`src/rtl/hcsr04_medidor.sv`:
```
// HC-SR04 ultrasonic ranger front end: fires the trigger, times the echo and delivers BCD centimetres.
// Build macro HCSR04_TIMEOUT_EN enables the echo wait timeout and the ESTOURO state.
module hcsr04_medidor #(
   parameter int TRIG_CYCLES   = 500,
   parameter int CYCLES_PER_CM = 2941,
   parameter int MAX_CM        = 400,
   parameter int ECHO_WAIT     = 1900000
) (
   input  logic        clock,
   input  logic        reset,
   input  logic        medir,
   input  logic        echo,
   output logic        trigger,
   output logic [11:0] medida,
   output logic        pronto,
   output logic        timeout,
   output logic [3:0]  db_estado
);

   typedef enum logic [3:0] {
      INICIAL     = 4'd0,
      PREPARA     = 4'd1,
      TRIGGER     = 4'd2,
      ESPERA_ECHO = 4'd3,
      MEDE        = 4'd4,
      ARMAZENA    = 4'd5,
      FINAL       = 4'd6,
      ESTOURO     = 4'd7
   } estado_t;

   localparam int TRIG_W = $clog2(TRIG_CYCLES + 1);
   localparam int TICK_W = $clog2(CYCLES_PER_CM + 1);
   localparam logic [TRIG_W-1:0] TRIG_LAST = TRIG_W'(TRIG_CYCLES - 1);
   localparam logic [TICK_W-1:0] TICK_LAST = TICK_W'(CYCLES_PER_CM - 1);
   localparam logic [TICK_W-1:0] TICK_HALF = TICK_W'(CYCLES_PER_CM / 2);
   localparam logic [11:0] MAX_BCD = {4'(MAX_CM / 100), 4'((MAX_CM / 10) % 10), 4'(MAX_CM % 10)};

   estado_t            estado;
   estado_t            prox_estado;
   logic [1:0]         echo_sync;
   logic               echo_s;
   logic [TRIG_W-1:0]  trig_cnt;
   logic [TICK_W-1:0]  tick;
   logic [11:0]        cm;
   logic               espera_estourou;

   assign echo_s    = echo_sync[1];
   assign db_estado = estado;

   function automatic logic [11:0] bcd_inc(input logic [11:0] v);
      logic [3:0] c;
      logic [3:0] d;
      logic [3:0] u;
      {c, d, u} = v;
      if (u != 4'd9) begin
         u = u + 4'd1;
      end else begin
         u = 4'd0;
         if (d != 4'd9) begin
            d = d + 4'd1;
         end else begin
            d = 4'd0;
            c = c + 4'd1;
         end
      end
      return {c, d, u};
   endfunction

   always_ff @(posedge clock) begin
      if (!reset) estado <= INICIAL;
      else        estado <= prox_estado;
   end

   always_comb begin
      prox_estado = INICIAL;
      case (estado)
         INICIAL:     prox_estado = medir ? PREPARA : INICIAL;
         PREPARA:     prox_estado = TRIGGER;
         TRIGGER:     prox_estado = (trig_cnt == TRIG_LAST) ? ESPERA_ECHO : TRIGGER;
         ESPERA_ECHO: begin
            if (echo_s)               prox_estado = MEDE;
            else if (espera_estourou) prox_estado = ESTOURO;
            else                      prox_estado = ESPERA_ECHO;
         end
         MEDE: begin
            if (!echo_s)              prox_estado = ARMAZENA;
            else if (espera_estourou) prox_estado = ESTOURO;
            else                      prox_estado = MEDE;
         end
         ARMAZENA:    prox_estado = FINAL;
         FINAL:       prox_estado = INICIAL;
         default:     prox_estado = INICIAL;
      endcase
   end

   always_comb begin
      trigger = (estado == TRIGGER);
      pronto  = (estado == FINAL) || (estado == ESTOURO);
`ifdef HCSR04_TIMEOUT_EN
      timeout = (estado == ESTOURO);
`else
      timeout = 1'b0;
`endif
   end

   // The first high echo_s cycle seen in ESPERA_ECHO is already part of the pulse width.
   always_ff @(posedge clock) begin
      if (!reset) begin
         echo_sync <= '0;
         trig_cnt  <= '0;
         tick      <= '0;
         cm        <= '0;
         medida    <= '0;
      end else begin
         echo_sync <= {echo_sync[0], echo};
         case (estado)
            PREPARA: begin
               cm       <= '0;
               tick     <= TICK_HALF;
               trig_cnt <= '0;
            end
            TRIGGER: trig_cnt <= trig_cnt + 1'b1;
            ESPERA_ECHO, MEDE: begin
               if (echo_s) begin
                  if (tick == TICK_LAST) begin
                     tick <= '0;
                     if (cm != MAX_BCD) cm <= bcd_inc(cm);
                  end else begin
                     tick <= tick + 1'b1;
                  end
               end
            end
            ARMAZENA: medida <= cm;
            default: ;
         endcase
      end
   end

`ifdef HCSR04_TIMEOUT_EN
   localparam int WAIT_W = $clog2(ECHO_WAIT + 1);
   localparam logic [WAIT_W-1:0] WAIT_LAST = WAIT_W'(ECHO_WAIT - 1);
   logic [WAIT_W-1:0] wait_cnt;

   // Clearing on every state change gives a fresh count on entry to both waiting states.
   always_ff @(posedge clock) begin
      if (!reset)                                        wait_cnt <= '0;
      else if (estado != prox_estado)                    wait_cnt <= '0;
      else if (estado == ESPERA_ECHO || estado == MEDE)  wait_cnt <= wait_cnt + 1'b1;
   end

   assign espera_estourou = (wait_cnt == WAIT_LAST);
`else
   logic unused_echo_wait;
   assign unused_echo_wait = (ECHO_WAIT != 0);
   assign espera_estourou  = 1'b0;
`endif

endmodule
```
`config.mk`:
```
export PLATFORM = sky130hd
export DESIGN_NAME = hcsr04_medidor
export DESIGN_NICKNAME = d
export VERILOG_FILES = /design/src/rtl/hcsr04_medidor.sv
export SDC_FILE = /design/constraint.sdc
export NUM_CORES = 1
export LEC_CHECK = 0
export ABC_AREA = 1
export CAP_MARGIN = 5
export CORE_MARGIN = 2
export CORE_UTILIZATION = 62
export DETAILED_ROUTE_END_ITERATION = 6
export PLACE_DENSITY = 0.84
export SYNTH_ARGS = -nofsm -noshare
export SYNTH_HDL_FRONTEND = slang
export SYNTH_SLANG_ARGS = --single-unit
```
`constraint.sdc`:
```
create_clock -name clock -period 4.18 [get_ports clock]
set_input_delay 0.836 -clock clock [delete_from_list [all_inputs] [get_ports clock]]
set_output_delay 0.836 -clock clock [all_outputs]
set_load 0.1 [all_outputs]
```
Word level (Yosys, flattened, before mapping)
Index checks and enable logic that the tools add are counted.
{"block": "totals", "rom_bits": 0, "regBits": 51, "mem_count": 0, "ram_bits": 0, "latchBits": 0}
{"block": "classes", "n_mux": 18, "n_mul": 0, "div_mod_pow": 0, "shift": 0, "bitwise": 0, "addsub": 5, "n_lt_le_gt_ge": 0, "n_eq_ne": 17, "reduce_logical": 9}
{"cell": "$mux W12", "n": 5}
{"cell": "$pmux W12 S2", "n": 2}
{"cell": "$mux W4", "n": 5}
{"cell": "$pmux W3 S6", "n": 1}
{"cell": "$pmux W9 S2", "n": 1}
{"cell": "$eq A4 B3 Y1 const B", "n": 4}
{"cell": "$add A12 B1 Y12 const B", "n": 1}
{"cell": "$add A4 B1 Y4 const B", "n": 3}
{"cell": "$eq A12 B12 Y1 const B", "n": 1}
{"cell": "$ne A12 B11 Y1 const B", "n": 1}
{"cell": "$ne A2 B2 Y1 const B", "n": 5}
{"cell": "$add A9 B1 Y9 const B", "n": 1}
{"cell": "$eq A9 B9 Y1 const B", "n": 1}
{"cell": "$eq A4 B2 Y1 const B", "n": 2}
{"cell": "$ne A4 B4 Y1 const B", "n": 2}
{"cell": "$reduce_and A6 Y1", "n": 1}
{"cell": "$reduce_and A5 Y1", "n": 1}
{"cell": "$eq A4 B1 Y1 const B", "n": 1}
{"cell": "$logic_not A4 Y1", "n": 1}
{"cell": "$reduce_and A4 Y1", "n": 1}
{"cell": "$reduce_bool A2 Y1", "n": 2}
{"cell": "$mux W1", "n": 3}
{"cell": "$mux W3", "n": 1}
{"cell": "$reduce_and A2 Y1", "n": 1}
{"cell": "other kinds (2)", "n": 2}

Depth between registers and ports, before layout
Gate-level depths: netlist of the first run.
{"block": "logic_depth", "ltp_word": 7, "depth_mapped": 10, "ltp_nobuf": 10}

Worst setup path after synthesis of the first run
OpenSTA, ideal clock, no wires.
{"block": "synth_timing", "kind": "register -> output", "startpoint": "register estado[2], in the netlist db_estado[2]", "endpoint": "output pronto", "stages_incl_launch_ff": 5, "path_slack_ns": 1.198, "arrival_time_ns": 2.146, "n_path_buf": 2, "required_ns": 3.344, "path_cell_list": "dfxtp_1 -> buf_6 -> clkbuf_1 -> nand2_1 -> inv_1"}
{"block": "synth_via", "elab_chain_cells": 2, "word_cells_on_any_way": 3}
{"element": "start: declaration", "line_no": "38", "rtl": "estado_t estado;"}
{"element": "start signal: assignment", "line_no": "71", "rtl": "else estado <= prox_estado;"}
{"element": "$eq A4 B3 Y1", "line_no": "98", "rtl": "pronto = (estado == FINAL) || (estado == ESTOURO);"}
{"element": "$logic_or A1 B1 Y1 *", "line_no": "98"}
{"element": "end: declaration", "line_no": "15", "rtl": "output logic pronto,"}
Mark *: on every way between the ends. The rest lies on a longest branch, timed or not.

Worst setup path in the final report of the first run
Ends and elaborated chain as after synthesis.

==> results of run 1 <==
-- cells in the final DEF (no fill, tap or decap), types with 7 or more instances in the layout --
cell type         n
nor3_1            9
nand2_1          78
clkdlybuf4s50_1  19
dfxtp_1          50
nand3_1          34
nand2_2           7
ha_1             11
nor2_1           46
a21oi_1          33
inv_1            39
o21ai_0          14
-- metrics by stage --
step / setup slack, ps / instances
finish: 1001 / 451
global route: 849.2 / 451
CTS: 985.2 / 451
detailed placement: 1329 / 444
global placement: 1342 / 444
floorplan: 1198 / 383
-- layer usage --
layer  vias up  track usage  wire [µm]
met2        62       0.4174       2885
met5         -            0          0
met4         0      0.06709         33
met1      1167       0.3034       2614
met3         4      0.05983        319
li1       1276            -          -
-- cell usage after synthesis (2+ instances only) --
cell      instances  share of area
o21ai_0          14          0.025
ha_1             11          0.050
buf_2             4         0.0072
inv_1            39          0.053
buf_6             2         0.0081
nand2_2           7          0.016
a211oi_1          3         0.0081
nor3_1            9          0.016
clkbuf_1          4         0.0054
nand3_1          34          0.061
buf_4             2         0.0054
inv_2             2         0.0027
a221oi_2          2          0.011
nand3_4           2          0.013
a21oi_1          33          0.060
nand4_1           5          0.011
nor2_4            2         0.0081
o21ai_1           2         0.0036
dfxtp_1          50           0.36
o21ai_2           2         0.0063
nand2_1          78           0.11
xor2_1            6          0.019
nor2_1           46          0.062
a31oi_1           5          0.011
nand2_4           4          0.016
-- state kept, by name, summed over array words and instances, names as in the netlist --
name and count:
cm 12, db_estado 3, echo_sync 2, medida 12
tick 12, trig_cnt 9
-- worst paths after layout --
check / start / to / slack (ps)
worst max-delay path: db_estado[2] / pronto / 1000
worst max register to register: db_estado[2] / cm[1] / 2170
worst min-delay path: echo_sync[0] / echo_sync[1] / 420
worst min register to register: echo_sync[0] / echo_sync[1] / 420
-- area by class of cell --
type                    instances  area (µm²)  area share
inverters                      42       158.9     0.05148
repair buffers                 21       205.2     0.06648
clock buffers                   6       82.58     0.02675
well taps                      52       65.06     0.02108
multi-input cells             279        1544      0.5002
clock inverters                 1       30.03    0.009728
flip-flops and latches         50        1001      0.3243
-- kinds of logic after synthesis --
logic type	Yosys count	synth area share
adder cells (fa/ha/maj)	11	0.04964
buffers and inverters	54	0.08348
AO/OA/AOI/OAI	63	0.1300
XOR/XNOR	7	0.02211
flip-flops	50	0.3610
AND/OR/NAND/NOR	196	0.3524
other	1	0.001352
-- tightest hold or removal path: stages, from the launching register on --
cell and delay (ps):
dfxtp_1 310, nand2_1 50, inv_1 40
-- power groups by stage --
stage / logic [µW] / registers, µW / clock network [µW]
final: 168 / 527 / 347
after global routing: 189 / 531 / 370
after CTS: 168 / 527 / 355
after detailed placement: 166 / 538 / 0
after global placement: 163 / 537 / 0
after floorplan: 128 / 545 / 0
==> run_results.csv, run 1 <==
group,metric,value,unit
outcome,outcome,"finished, final reports clean",
synth,syn_area_per_cell,7.258,µm²
critical_path,path_depth,3,
finish,n_antenna_cell,0,
synth,synthArstFlopShare,0,
clock_tree,cts_resized,0,
grt,grt_usage,0.2426,
critical_path,worst-path-buf-inv,2,
grt,grt_pass1_wl,9970,µm
pwr,combPwrFrac,0.161,
routing,post_drt_via_cell_ratio,5.563,
synth,ys.flop_type,"dfxtp_1",
grt,overflow,0,
synth,postSynthCellCount,382,
routing,drtIter0Drc,232,
finish,layout.nets,414,
clock_tree,postCtsSetupBuffers,0,
sta,rsz0062_at_grt,"false",
grt,grt_max_degree,30,
sta,fin_crit_sh,0.7606,
sta,drv_slew,0,
pwr,p_seq_frac,0.506,
critical_path,path_max_fanout,19,
critical_path,max_stage_delay,1120,ps
clock_tree,cts_hold_buffers,0,
clock_tree,cts_tree,"yes",
clock_tree,clockBufferDepth,2,
critical_path,end_kind,"output port",
floorplanning,die_area,5023,µm²
sta,finalCriticalPeriod,3179,ps
pwr,power_leakage,0.001207,µW
pwr,p_clk_frac,0.333,
routing,drt-total-wl,5853,µm
clock_tree,cts_htree_levels,2,
pwr,p_sw,300.2,µW
min_path,whs_path_depth,2,
sta,whs,419.5,ps
pwr,vdd_drop_max,0.0002077,V
floorplanning,die_width,70.88,µm
synth,ys_warn_count,0,
min_path,hold_class,"register to register",
critical_path,worstSetupStartpointType,"register",
critical_path,crit_path_cell_trace,"nand2_1 -> inv_1 -> clkdlybuf4s50_1",
floorplanning,io_pins,23,
pwr,power.share.switching,0.2879,
routing,final_antenna_net_count,0,
finish,nFillCells,352,
synth,synth.distinct_cells,39,
finish,syn_to_final_growth,11.33,%
floorplanning,rows,24,
grt,grt_antenna_before_repair,0,
critical_path,path_class,"register to output port",
sta,setup_tns,0,ps
pwr,power_density,337.7,nW/µm²
run,cap_viol_max_count,0,
routing,via_count,2509,
sta,finClkSkew,6.347,ps
sta,setup_viol,0,
grt,grt_pass1_vias,2257,
routing,post-route-drc-count,0,
floorplanning,start_util,0.6412,
pwr,p_total,1043,µW
routing,dr.pass1.iters,4,
floorplanning,fp.dieH,70.88,µm
sta,max_slew_margin,0.3410,
routing,wl_per_cell,12.98,µm
pwr,p_int,742.3,µW
finish,fin_area,3087,µm²
synth,synth_edf_count,0,
synth,ys_seq_area_frac,0.3610,
clock_tree,cts_buffers,5,
synth,synth_seq_cells,50,
critical_path,ff2ff_path_depth,7,
clock_tree,cts_root_buf,"clkbuf_8",
finish,post-route-util,0.7138,
critical_path,cp_top_family,"buffers and inverters",
finish,drive_above_1_share,0.09273,
placement,gp_congestion,0.8555,
clock_tree,clk_pin_slew_worst_paths,90,ps
sta,finalHoldViolCount,0,
placement,place_area,2974,µm²
sta,worst_pin_slew,987.5,ps
placement,numPortBuffers,20,
critical_path,cp_slowest_cell,"clkdlybuf4s50_1",
synth,syn-cell-area,2773,µm²
placement,dp_hpwl,3959,µm
critical_path,required,3340,ps
clock_tree,clk-insertion-delay-late,300,ps
floorplanning,core_area,4324,µm²
critical_path,cp.arrival,2340,ps
clock_tree,cts_sinks,50,
sta,fmaxAchievable,314.5,MHz
Note: power is estimated with default switching activity, not from simulation.
==> run 2, diff against run 1 <==
--- a/config.mk
+++ b/config.mk
@@ -8,9 +8,9 @@
 export ABC_AREA = 1
 export CAP_MARGIN = 5
 export CORE_MARGIN = 2
-export CORE_UTILIZATION = 62
+export CORE_UTILIZATION = 52
 export DETAILED_ROUTE_END_ITERATION = 6
-export PLACE_DENSITY = 0.84
+export PLACE_DENSITY = 0.76
 export SYNTH_ARGS = -nofsm -noshare
 export SYNTH_HDL_FRONTEND = slang
 export SYNTH_SLANG_ARGS = --single-unit
==> constraint.sdc (replaced) <==
create_clock -name clock -period 2.6 [get_ports clock]
set_input_delay 0.52 -clock clock [delete_from_list [all_inputs] [get_ports clock]]
set_output_delay 0.52 -clock clock [all_outputs]
set_load 0.1 [all_outputs]
==> run 2 against run 1 <==
- cell count grew 4.2%
- sequential cell count stayed put
- critical path type unchanged
- via count decreased by 1.3%
==> run_results.csv, run 2 (synthesis gave the netlist of run 1 again) <==
group,metric,value,unit
clock_tree,clk_pin_slew_worst_paths,80,ps
sta,finalCriticalPeriod,2074,ps
grt,overflow,0,
sta,fin_crit_sh,0.7976,
critical_path,path_class,"register to output port",
sta,drv_slew,0,
clock_tree,cts_hold_buffers,0,
sta,fmaxAchievable,482.2,MHz
finish,syn_to_final_growth,10.15,%
grt,grt_pass1_vias,2349,
placement,dp_hpwl,4214,µm
floorplanning,io_pins,23,
critical_path,ff2ff_path_depth,9,
routing,post_drt_via_cell_ratio,5.270,
clock_tree,clockBufferDepth,2,
sta,setup_tns,0,ps
critical_path,required,2080,ps
critical_path,worstSetupStartpointType,"register",
clock_tree,cts_htree_levels,2,
routing,dr.pass1.iters,4,
placement,place_area,2978,µm²
routing,route.met3.wl,196,µm
critical_path,reg2reg_slack,860,ps
grt,grt_max_degree,30,
finish,drive_above_1_share,0.1325,
pwr,power_leakage,0.001229,µW
pwr,power_density,504.0,nW/µm²
grt,grt_pass1_wl,10270,µm
clock_tree,postCtsSetupBuffers,0,
routing,wl_per_cell,12.30,µm
grt,grt_usage,0.2075,
grt,grt_antenna_before_repair,0,
finish,n_antenna_cell,0,
routing,via_count,2477,
critical_path,crit_path_end,"trigger",
floorplanning,rows,26,
critical_path,crit_start,"db_estado[1]",
sta,finClkSkew,3.947,ps
finish,layout.nets,415,
finish,fin_area,3054,µm²
sta,finalHoldViolCount,0,
sta,rsz0062_at_grt,"false",
finish,final_common_cell,"nand2_1",
routing,drt-total-wl,5779,µm
routing,post-route-drc-count,0,
critical_path,end_kind,"output port",
routing,dr_wl_met2,2665,µm
critical_path,r2r-start,"db_estado[0]",
clock_tree,cts_sinks,50,
routing,top_layer_used,"met4",
placement,gp_congestion,0.8526,
outcome,outcome,"finished, final reports clean",
routing,drtIter0Drc,64,
floorplanning,die_area,5932,µm²
finish,reg_top3,"cm: 12 flops, medida: 12 flops, tick: 12 flops",
floorplanning,core_area,5140,µm²
critical_path,cp.arrival,1550,ps
clock_tree,cts_root_buf,"clkbuf_8",
finish,mostFrequentLayoutCells,"nand2_1, dfxtp_1, nor2_1",
finish,nFillCells,517,
routing,wl_met1,2862,µm
run,cap_viol_max_count,0,
clock_tree,clk-insertion-delay-late,290,ps
floorplanning,die_width,77.02,µm
clock_tree,cts_buffers,5,
floorplanning,fp.dieH,77.02,µm
min_path,hold_class,"register to register",
floorplanning,start_util,0.5394,
sta,setup_viol,0,
critical_path,path_max_fanout,8,
placement,numPortBuffers,20,
routing,final_antenna_net_count,0,
pwr,vdd_drop_max,0.0003692,V
critical_path,r2r-end,"cm[4]",
clock_tree,cts_tree,"yes",
clock_tree,cts_resized,0,
-- run 2: changes by cell type in the layout (fill, tap and decap cells not counted), sizes merged --
cell	previous run	this run
buf	2	19
clkdlybuf4s50	19	3
clkbuf	6	7
bufinv	1	0
-- run 2: worst max-delay path, stage by stage (launching register included) --
cell	delay [ps]
dfxtp_1	540
inv_1	90
nor2_1	190
nand2_2	120
clkinv_2	130
buf_12	180
-- run 2: layer usage --
layer,global-route usage,vias to the layer above
li1,-,1285
met5,0,-
met3,0.03647,6
met2,0.3675,51
met4,0.05179,0
met1,0.2613,1135
-- run 2: power by group --
part | switching (µW) | internal [µW]
registers | 49.1 | 801
logic | 186 | 87.9
clock network | 230 | 186
total | 465 | 1070
-- run 2: how the worst min path moves through the flow --
stage | start | endpoint | slack (ps) | cells past startpoint
final | echo_sync[0] | echo_sync[1] | 430 | 2
after global routing | echo_sync[0] | echo_sync[1] | 460 | 2
after CTS | echo_sync[0] | echo_sync[1] | 430 | 2
after detailed placement | echo_sync[0] | echo_sync[1] | 420 | 2
after global placement | echo_sync[0] | echo_sync[1] | 390 | 2
after floorplan | echo_sync[0] | echo_sync[1] | 390 | 2
-- run 2: per-stage QoR --
stage / setup slack, ps / instances / power, µW / hold WS, ps / util
after detailed placement: 850.5 / 463 / 1140 / 417.8 / 0.5794
after global routing: 419.8 / 470 / 1621 / 464.5 / 0.5942
after CTS: 525.7 / 470 / 1557 / 432.0 / 0.5942
final: 526.3 / 470 / 1539 / 427.3 / 0.5942
after floorplan: 243.4 / 383 / 1082 / 390.5 / -
after global placement: 929.1 / 463 / 1132 / 392.7 / 0.5794
-- run 2: layout make-up --
class | count | area (µm²) | area share
multi-input cells | 279 | 1544 | 0.5055
flip-flops and latches | 50 | 1002 | 0.3281
repair buffers | 22 | 185.2 | 0.06063
inverters | 42 | 158.9 | 0.05203
well taps | 70 | 87.58 | 0.02868
clock buffers | 7 | 76.32 | 0.02499
